==> config.mk <==
export PLATFORM = sky130hd
export DESIGN_NAME = hazard_stall_ctrl
export DESIGN_NICKNAME = d
export VERILOG_FILES = /design/src/rtl/hazard_stall_ctrl_pkg.sv /design/src/rtl/hazard_stall_ctrl_sat_counter.sv /design/src/rtl/hazard_stall_ctrl.sv
export SDC_FILE = /design/constraint.sdc
export NUM_CORES = 1
export LEC_CHECK = 0
export ABC_AREA = 1
export BUFFER_PORTS_ARGS = -buffer_cell sky130_fd_sc_hd__buf_4
export CELL_PAD_IN_SITES_DETAIL_PLACEMENT = 1
export CELL_PAD_IN_SITES_GLOBAL_PLACEMENT = 2
export CORE_MARGIN = 2
export CORE_UTILIZATION = 33
export DETAILED_ROUTE_END_ITERATION = 8
export PLACE_DENSITY = 0.94
export SLEW_MARGIN = 0
export SYNTH_ARGS = -nofsm -noshare
export SYNTH_HDL_FRONTEND = slang
export SYNTH_SLANG_ARGS = --single-unit
==> constraint.sdc <==
create_clock -name clk -period 7.9 [get_ports clk]
set_clock_uncertainty 0.15 [all_clocks]
set_input_delay 0.395 -clock clk [delete_from_list [all_inputs] [get_ports clk]]
set_output_delay 0.395 -clock clk [all_outputs]
set_load 0.03 [all_outputs]
==> src/rtl/hazard_stall_ctrl_pkg.sv <==
// Shared types for the pipeline hazard/stall controller: wait-cause states
// and the packed bundle of stage-register load/flush enables.
package hazard_stall_ctrl_pkg;

  typedef enum logic [1:0] {
    HZ_RUN   = 2'd0,
    HZ_DWAIT = 2'd1,
    HZ_IWAIT = 2'd2
  } hz_state_t;

  typedef struct packed {
    logic pc_load;
    logic if_id_load;
    logic id_ex_load;
    logic ex_mem_load;
    logic mem_wb_load;
    logic if_id_flush;
    logic id_ex_flush;
  } stage_ctrl_t;

  localparam stage_ctrl_t CTRL_HOLD     = 7'b00000_00;
  localparam stage_ctrl_t CTRL_RUN      = 7'b11111_00;
  localparam stage_ctrl_t CTRL_REDIRECT = 7'b11111_11;
  localparam stage_ctrl_t CTRL_BUBBLE   = 7'b00111_01;

endpackage

==> src/rtl/hazard_stall_ctrl_sat_counter.sv <==
// Saturating event counter with synchronous clear; clear wins over increment.
module sat_counter #(
  parameter int W = 32
) (
  input  logic         clk,
  input  logic         rst,
  input  logic         clr,
  input  logic         inc,
  output logic [W-1:0] count
);

  logic [W-1:0] count_q, count_d;

  always_comb begin
    count_d = count_q;
    if (clr) begin
      count_d = '0;
    end else if (inc && (count_q != {W{1'b1}})) begin
      count_d = count_q + W'(1);
    end
  end

  always_ff @(posedge clk or posedge rst) begin
    if (rst) begin
      count_q <= '0;
    end else begin
      count_q <= count_d;
    end
  end

  assign count = count_q;

endmodule

==> src/rtl/hazard_stall_ctrl.sv <==
// Pipeline sequencing controller: freezes on cache misses, inserts load-use
// bubbles, flushes on EX redirects, and tracks wait cause, watchdog and perf counts.
module hazard_stall_ctrl
  import hazard_stall_ctrl_pkg::*;
#(
  parameter int CNT_W   = 32,
  parameter int TIMEOUT = 1024
) (
  input  logic             clk,
  input  logic             rst,
  input  logic             imem_resp,
  input  logic             dmem_req,
  input  logic             dmem_resp,
  input  logic             ex_mem_read,
  input  logic [4:0]       ex_rd,
  input  logic [4:0]       id_rs1,
  input  logic [4:0]       id_rs2,
  input  logic             id_uses_rs1,
  input  logic             id_uses_rs2,
  input  logic             ex_br_taken,
  input  logic             perf_clr,
  output logic             pc_load,
  output logic             if_id_load,
  output logic             id_ex_load,
  output logic             ex_mem_load,
  output logic             mem_wb_load,
  output logic             if_id_flush,
  output logic             id_ex_flush,
  output logic [CNT_W-1:0] stall_cycles,
  output logic [CNT_W-1:0] bubble_cnt,
  output logic [CNT_W-1:0] flush_cnt,
  output logic             mem_timeout,
  output logic [1:0]       state_o
);

  localparam logic [15:0] TIMEOUT_W = 16'(TIMEOUT);

  logic        dwait, freeze, load_use, redirect, lu_bubble;
  stage_ctrl_t ctrl;
  hz_state_t   state_q;
  logic [15:0] wait_cnt_q, wait_cnt_d;
  logic        mem_timeout_q, mem_timeout_d;

  assign dwait    = dmem_req & ~dmem_resp;
  assign freeze   = dwait | ~imem_resp;
  assign load_use = ex_mem_read && (ex_rd != 5'd0) &&
                    ((id_uses_rs1 && (ex_rd == id_rs1)) ||
                     (id_uses_rs2 && (ex_rd == id_rs2)));
  assign redirect  = ex_br_taken & ~freeze;
  assign lu_bubble = load_use & ~freeze & ~ex_br_taken;

  // Priority: freeze > redirect > load-use; reset keeps every stage idle.
  always_comb begin
    ctrl = CTRL_RUN;
    if (rst || freeze) begin
      ctrl = CTRL_HOLD;
    end else if (ex_br_taken) begin
      ctrl = CTRL_REDIRECT;
    end else if (load_use) begin
      ctrl = CTRL_BUBBLE;
    end
  end

  assign pc_load     = ctrl.pc_load;
  assign if_id_load  = ctrl.if_id_load;
  assign id_ex_load  = ctrl.id_ex_load;
  assign ex_mem_load = ctrl.ex_mem_load;
  assign mem_wb_load = ctrl.mem_wb_load;
  assign if_id_flush = ctrl.if_id_flush;
  assign id_ex_flush = ctrl.id_ex_flush;

  always_ff @(posedge clk or posedge rst) begin
    if (rst) begin
      state_q <= HZ_RUN;
    end else begin
      case (state_q)
        HZ_RUN: begin
          if (dwait)           state_q <= HZ_DWAIT;
          else if (!imem_resp) state_q <= HZ_IWAIT;
        end
        HZ_DWAIT: begin
          if (!dwait) state_q <= imem_resp ? HZ_RUN : HZ_IWAIT;
        end
        HZ_IWAIT: begin
          if (dwait)          state_q <= HZ_DWAIT;
          else if (imem_resp) state_q <= HZ_RUN;
        end
        default: state_q <= HZ_RUN;
      endcase
    end
  end

  // Watchdog counts consecutive frozen cycles; its count saturates so it never wraps.
  always_comb begin
    wait_cnt_d    = 16'd0;
    mem_timeout_d = mem_timeout_q;
    if (freeze) begin
      wait_cnt_d = (wait_cnt_q == 16'hFFFF) ? wait_cnt_q : wait_cnt_q + 16'd1;
      if (wait_cnt_d >= TIMEOUT_W) mem_timeout_d = 1'b1;
    end
  end

  always_ff @(posedge clk or posedge rst) begin
    if (rst) begin
      wait_cnt_q    <= 16'd0;
      mem_timeout_q <= 1'b0;
    end else begin
      wait_cnt_q    <= wait_cnt_d;
      mem_timeout_q <= mem_timeout_d;
    end
  end

  assign mem_timeout = mem_timeout_q;
  assign state_o     = state_q;

  sat_counter #(.W(CNT_W)) u_stall_cnt (
    .clk(clk), .rst(rst), .clr(perf_clr), .inc(freeze | lu_bubble), .count(stall_cycles)
  );

  sat_counter #(.W(CNT_W)) u_bubble_cnt (
    .clk(clk), .rst(rst), .clr(perf_clr), .inc(lu_bubble), .count(bubble_cnt)
  );

  sat_counter #(.W(CNT_W)) u_flush_cnt (
    .clk(clk), .rst(rst), .clr(perf_clr), .inc(redirect), .count(flush_cnt)
  );

endmodule
==> impl_metrics.yaml, run 1 <==
run_status:
  status: "complete, but fails checks"
  violations: "hold timing"
place:
  gp_congestion: 0.8900
  place_area_um2: 9240
  post-place-ws_ns: 4.785
  dpl.hpwl_um: 19600
  numPortBuffers: 130
  dpl.cell_count: 1669
clock_tree:
  clock_latency_ns: 0.42
  h-tree-depth: 4
  cts_setup_buffers: 0
  clock_path_buffers: 2
  cts_buffers: 17
  cts_root_buffer: "clkbuf_16"
  ctsResizeCount: 0
  cts_sinks: 115
  cts_tree: "yes"
  clkTransAtPathRegs_ns: 0.06
  holdBufCountCts: 1
global_routing:
  grt_pass1_wl_um: 45140
  antenna_found_initial: 0
  grt_pass1_vias: 8997
  grt_use_total: 0.2157
  grt_max_degree: 66
  grt_overflow: 0
timing:
  post-route-period-util: 0.3621
  finalSetupViolations: 0
  drv_slew: 0
  slew_headroom: 0.4203
  worstMarginPinSlew_ns: 0.8695
  period_needed_ns: 2.861
  final_hold_viol_count: 18
  fmax_mhz: 349.6
  rsz0062_at_grt: "no"
  tns_ns: 0
  hold_slack_ns: -0.02093
  fin_ws_ns: 5.039
detailed_routing:
  first_iter_violations: 427
  drtAntennaViolNets: 0
  wl_per_cell_um: 15.89
  remaining_drc_errors: 0
  via_count: 8530
  totalWireLength_um: 27050
  firstDrtPassIters: 4
  vias_per_cell: 5.012
synth:
  synth_edf_count: 0
  synthCells: 1248
  syn_avg_cell_area_um2: 6.436
  ys_ff_latch: 115
  yosys.area.top_type_share: 0.3583
  seq_area_frac_synth: 0.3583
  async_flop_share: 1.000
  synth_top_flop_cell: "dfrtp_1"
  synth.area.top_cells: "dfrtp_1 (36%), nand2_1 (20%), nor2_1 (8.9%), nand3_1 (6.7%), inv_1 (6.4%)"
  yosysWarnings: 0
  synth_top_cell_by_area: "dfrtp_1"
  syn-cell-area_um2: 8033
  syn-num-nets: 1277
  synth_cell_types: 34
setup_path:
  crit_chain: "dlygate4sd3_1, buf_4, nand2_1, inv_1, nand2_1, buf_4, nand2_2, nand3_1, nand2_1"
  critPathArrivalTime_ns: 3.00
  worstReg2RegEnd: "u_bubble_cnt.count[18]"
  rr_worst_depth: 13
  crit_path_end_kind: "flop"
  path_max_fanout: 33
  r2r_slack_ns: 5.16
  rr_startpoint: "u_bubble_cnt.count[0]"
  worst_path_most_repeated_cell: "nand2_1"
  path_class: "in -> reg"
  critPathRequiredTime_ns: 8.04
  start_kind: "primary input"
  critPathMaxStageDelay_ns: 0.55
  critPathSlowestCell: "dlygate4sd3_1"
cells_and_area:
  multi_input_area_um2: 4410
  drive_gt1_frac: 0.1372
  fillers: 3237
  layout_commonest_cell: "nand2_1"
  register_area_um2: 2878
  nNetsFinal: 1394
  antenna_cells: 0
  layout_common_cells: "nand2_1 (436), nor2_1 (190), inv_1 (135), buf_4 (135), dfrtp_1 (115)"
  area_delta_synth_final_pct: 22.24
  postLayoutCellArea_um2: 9819
  layout.cells.non_filler: 1702
worst_hold_path:
  hp-class: "in -> async"
floorplanning:
  die_x_um: 160.0
  row_count: 57
  core_um2: 24110
  initial_utilization: 0.3332
  die_area_um2: 25600
  die_h_um: 160.0
  io_pins: 131
pwr:
  peakVddDrop_mv: 0.09695
  p_per_area_nw_per_um2: 149.4
  power.leakage_uw: 0.004852
flow_run:
  max_cap_viol_count: 0
worst max-delay path by stage:
stage | start | end | slack (ns) | depth (start not counted)
after floorplan | rst | mem_timeout | 4.31 | 1
after global placement | dmem_resp | u_stall_cnt.count[23] | 4.87 | 10
after detailed placement | dmem_resp | u_stall_cnt.count[3] | 4.79 | 10
after CTS | imem_resp | u_stall_cnt.count[3] | 4.97 | 9
after global routing | imem_resp | u_stall_cnt.count[5] | 4.79 | 9
final | imem_resp | u_stall_cnt.count[0] | 5.04 | 9
flip-flops by register name, summed over array words and instances (netlist names):
| signal | cells |
|---|---|
| state_o | 2 |
| wait_cnt_q | 16 |
| u_flush_cnt.count | 32 |
| u_bubble_cnt.count | 32 |
| u_stall_cnt.count | 32 |
| mem_timeout | 1 |
per-layer routing:
layer  track usage  share of wire  up-vias
met3       0.03377          0.032       42
met2        0.3756           0.48      156
li1              -              -     4185
met4       0.07084          0.020        0
met5             0              0        -
met1        0.2735           0.46     4147
cells in the mapped netlist, types with 8 or more instances:
| master | n |
|---|---|
| xor2_1 | 26 |
| buf_2 | 13 |
| nand2_1 | 436 |
| o21ai_0 | 29 |
| nor3_1 | 20 |
| dfrtp_1 | 115 |
| o21ai_1 | 8 |
| a21oi_1 | 9 |
| inv_1 | 136 |
| nand4_1 | 58 |
| nand3_1 | 107 |
| nand3b_1 | 19 |
| nor2_1 | 190 |
| xnor2_1 | 20 |
| clkbuf_1 | 10 |
kinds of logic after synthesis:
| group | share of synthesized area |
|---|---|
| flip-flops | 0.3583 |
| AND/OR/NAND/NOR | 0.4584 |
| adder cells (fa/ha/maj) | 0.006231 |
| XOR/XNOR | 0.05016 |
| AO/OA/AOI/OAI | 0.03427 |
| buffers and inverters | 0.09268 |
metrics by stage:
step	hold slack [ns]	util	power, µW
floorplan	0.3176	-	678.3
global placement	0.3596	0.3833	710.7
CTS	0.0007243	0.4074	1485
detailed placement	0.3693	0.3833	713.4
global route	0.02943	0.4074	1518
finish	-0.02093	0.4074	1467
final cells by class:
class	instances	area share
inverters	141	0.05428
well taps	324	0.04128
repair buffers	136	0.1042
clock inverters	14	0.01427
flip-flops and latches	115	0.2931
clock buffers	18	0.04371
multi-input cells	954	0.4492
worst max-delay path: cells and delay by family:
| kind | cells | cell delay [ns] |
|---|---|---|
| buffers and inverters | 4 | 1.34 |
| and+or+nand+nor | 5 | 1.23 |
report_power, final:
part | internal [µW] | switching, µW | leakage, µW | total (µW)
Sequential | 595 | 7.80 | 0.00159 | 603
Combinational | 27.2 | 70.5 | 0.00299 | 97.7
Clock | 461 | 305 | 0.000267 | 766
Total | 1080 | 383 | 0.00485 | 1470
Power figures use the tool's default switching activity.
==> run 2, diff against run 1 <==
--- a/config.mk
+++ b/config.mk
@@ -5,14 +5,14 @@
 export SDC_FILE = /design/constraint.sdc
 export NUM_CORES = 1
 export LEC_CHECK = 0
-export ABC_AREA = 1
+export ABC_AREA = 0
 export BUFFER_PORTS_ARGS = -buffer_cell sky130_fd_sc_hd__buf_4
 export CELL_PAD_IN_SITES_DETAIL_PLACEMENT = 1
 export CELL_PAD_IN_SITES_GLOBAL_PLACEMENT = 2
 export CORE_MARGIN = 2
-export CORE_UTILIZATION = 33
+export CORE_UTILIZATION = 30
 export DETAILED_ROUTE_END_ITERATION = 8
-export PLACE_DENSITY = 0.94
+export PLACE_DENSITY = 0.84
 export SLEW_MARGIN = 0
 export SYNTH_ARGS = -nofsm -noshare
 export SYNTH_HDL_FRONTEND = slang
==> constraint.sdc (replaced) <==
create_clock -name clk -period 2.4 [get_ports clk]
set_clock_uncertainty 0.15 [all_clocks]
set_input_delay 0.12 -clock clk [delete_from_list [all_inputs] [get_ports clk]]
set_output_delay 0.12 -clock clk [all_outputs]
set_load 0.03 [all_outputs]
==> impl_metrics.yaml, run 2 <==
synth:
  synth_most_common_cell: "dfrtp_1"
  synth.area.top_cells: "dfrtp_1 (45%), xor2_1 (5.2%), nand4_1 (5.1%), nor2_1 (5.0%), a21oi_1 (3.6%)"
  syn_avg_cell_area_um2: 9.102
  synthCells: 699
  seq_area_frac_synth: 0.4523
  synth_top_cell_by_area: "dfrtp_1"
  ys_ff_latch: 115
  synth_top_flop_cell: "dfrtp_1"
  synth_common_cells: "dfrtp_1 (115), nor2_1 (84), nand4_1 (52), nand2_1 (50), a21oi_1 (46)"
  synth_edf_count: 0
  syn-num-nets: 728
  async_flop_share: 1.000
  syn-cell-area_um2: 6362
  yosysWarnings: 0
  synth_cell_types: 51
  yosys.area.top_type_share: 0.4523
clock_tree:
  clock_path_buffers: 2
  cts_sinks: 115
  cts_root_buffer: "clkbuf_16"
  h-tree-depth: 4
  cts_tree: "yes"
  clock_latency_ns: 0.42
  clkTransAtPathRegs_ns: 0.05
  cts_buffers: 17
timing:
  final_hold_viol_count: 0
  finalSetupViolations: 0
  tns_ns: 0
  period_needed_ns: 2.300
  fmax_mhz: 434.8
  post-route-period-util: 0.9583
  worstMarginPinSlew_ns: 0.7970
  slew_headroom: 0.4686
  drv_slew: 0
global_routing:
  grt_max_degree: 59
  grt_pass1_wl_um: 32460
  grt_overflow: 0
  grt_pass1_vias: 6292
  grt_use_total: 0.1812
  antenna_found_initial: 0
cells_and_area:
  area_delta_synth_final_pct: 37.68
  register_area_um2: 2880
  layout_common_cells: "buf_4 (199), dfrtp_1 (113), nor2_1 (84), nand4_1 (52), nand2_1 (50)"
  layout_commonest_cell: "buf_4"
  drive_gt1_frac: 0.2991
  layout.cells.non_filler: 1181
  antenna_cells: 0
  fillers: 2424
  postLayoutCellArea_um2: 8760
  multi_input_area_um2: 3354
  nNetsFinal: 923
floorplanning:
  initial_utilization: 0.3046
  die_h_um: 149.6
  io_pins: 131
  row_count: 53
  die_x_um: 149.6
  die_area_um2: 22390
  core_um2: 20890
pwr:
  p_total_uw: 4695
  pwr-share-clk: 0.505
  p_int_uw: 3543
  p_sw_frac: 0.2454
  p_sw_uw: 1152
  p_comb_frac: 0.072
  power.leakage_uw: 0.003869
  pwr-share-seq: 0.423
  p_per_area_nw_per_um2: 536.0
  peakVddDrop_mv: 0.4686
detailed_routing:
  first_iter_violations: 225
  totalWireLength_um: 19790
  drtAntennaViolNets: 0
  via_count: 6128
  remaining_drc_errors: 0
  wl_per_cell_um: 16.76
  vias_per_cell: 5.189
  firstDrtPassIters: 4
place:
  place_area_um2: 8026
  dpl.cell_count: 1136
  numPortBuffers: 130
  gp_congestion: 0.7766
  dpl.hpwl_um: 14070
setup_path:
  path_class: "reg -> reg"
  start_kind: "flop"
  critPathArrivalTime_ns: 2.43
  crit_path_end_kind: "flop"
  critPathRequiredTime_ns: 2.53
  r2r_slack_ns: 0.10
  path_max_fanout: 4
flow_run:
  max_cap_viol_count: 0
run_status:
  status: "complete, no violations"
worst_hold_path:
  hp-class: "in -> reg"
[run 2: worst max-delay path: stages (launching register included)]
cell and delay (ns):
dfrtp_1 0.41, ha_2 0.24, nand3_2 0.12, nor4_4 0.17, and4b_1 0.24, xor2_1 0.15, a211o_1 0.30, or4_1 0.39
[run 2: final cells by class]
cell class | instances | share of cell area
Timing Repair Buffer | 205 | 0.1787
Tap cell | 275 | 0.03928
Clock inverter | 11 | 0.009999
Clock buffer | 20 | 0.05214
Sequential cell | 115 | 0.3288
Inverter | 18 | 0.008142
Multi-Input combinational cell | 537 | 0.3829
[run 2: kinds of logic (layout without fill, tap and decap cells)]
| logic type | after synthesis | after routing | synth area share |
|---|---|---|---|
| xor+xnor | 60 | 60 | 0.08260 |
| buf+inv | 47 | 254 | 0.03107 |
| simple gates | 355 | 355 | 0.3084 |
| fa+ha+maj | 4 | 4 | 0.007867 |
| compound gates | 104 | 104 | 0.09381 |
| flops | 115 | 115 | 0.4523 |
| mux | 14 | 14 | 0.02399 |
[run 2: power groups by stage]
stage	registers, µW	logic, µW	clock network, µW
6_report	1990	339	2370
5_1_grt	1990	373	2520
4_1_cts	1990	328	2430
3_5_place_dp	2020	318	0
3_3_place_gp	2020	314	0
2_1_floorplan	2030	160	0
[run 2: final timing paths]
| path | start | to | cells past startpoint |
|---|---|---|---|
| max | wait_cnt_q[0] | mem_timeout | 7 |
| min | ex_br_taken | u_bubble_cnt.count[24] | 5 |
| max reg2reg | wait_cnt_q[0] | mem_timeout | 7 |
| min reg2reg | state_o[1] | state_o[0] | 1 |
| max in group asynchronous | rst | wait_cnt_q[4] | 4 |
| min in group asynchronous | rst | wait_cnt_q[8] | 4 |
[run 2: metrics by stage]
stage	util	setup WS (ns)	hold WS, ns
6_report	0.4193	0.1002	0.05992
2_1_floorplan	-	-0.1949	0.03602
3_3_place_gp	0.3842	0.05154	0.1810
5_1_grt	0.4193	-0.05269	0.08081
4_1_cts	0.4126	0.005505	0.04800
3_5_place_dp	0.3842	-0.06321	0.1857
[run 2: metal layers]
| layer | share of wire | track usage |
|---|---|---|
| met5 | 0 | 0 |
| met3 | 0.038 | 0.03750 |
| met1 | 0.46 | 0.2349 |
| met4 | 0.011 | 0.05429 |
| met2 | 0.49 | 0.3041 |
[run 2: repair_timing]
action,4_1_cts,5_1_grt
resized for setup,0,17
endpoints found under the setup margin,2,30
setup buffers,1,9
hold buffers,4,0
hold endpoints to repair,117,0
pin swaps,1,4
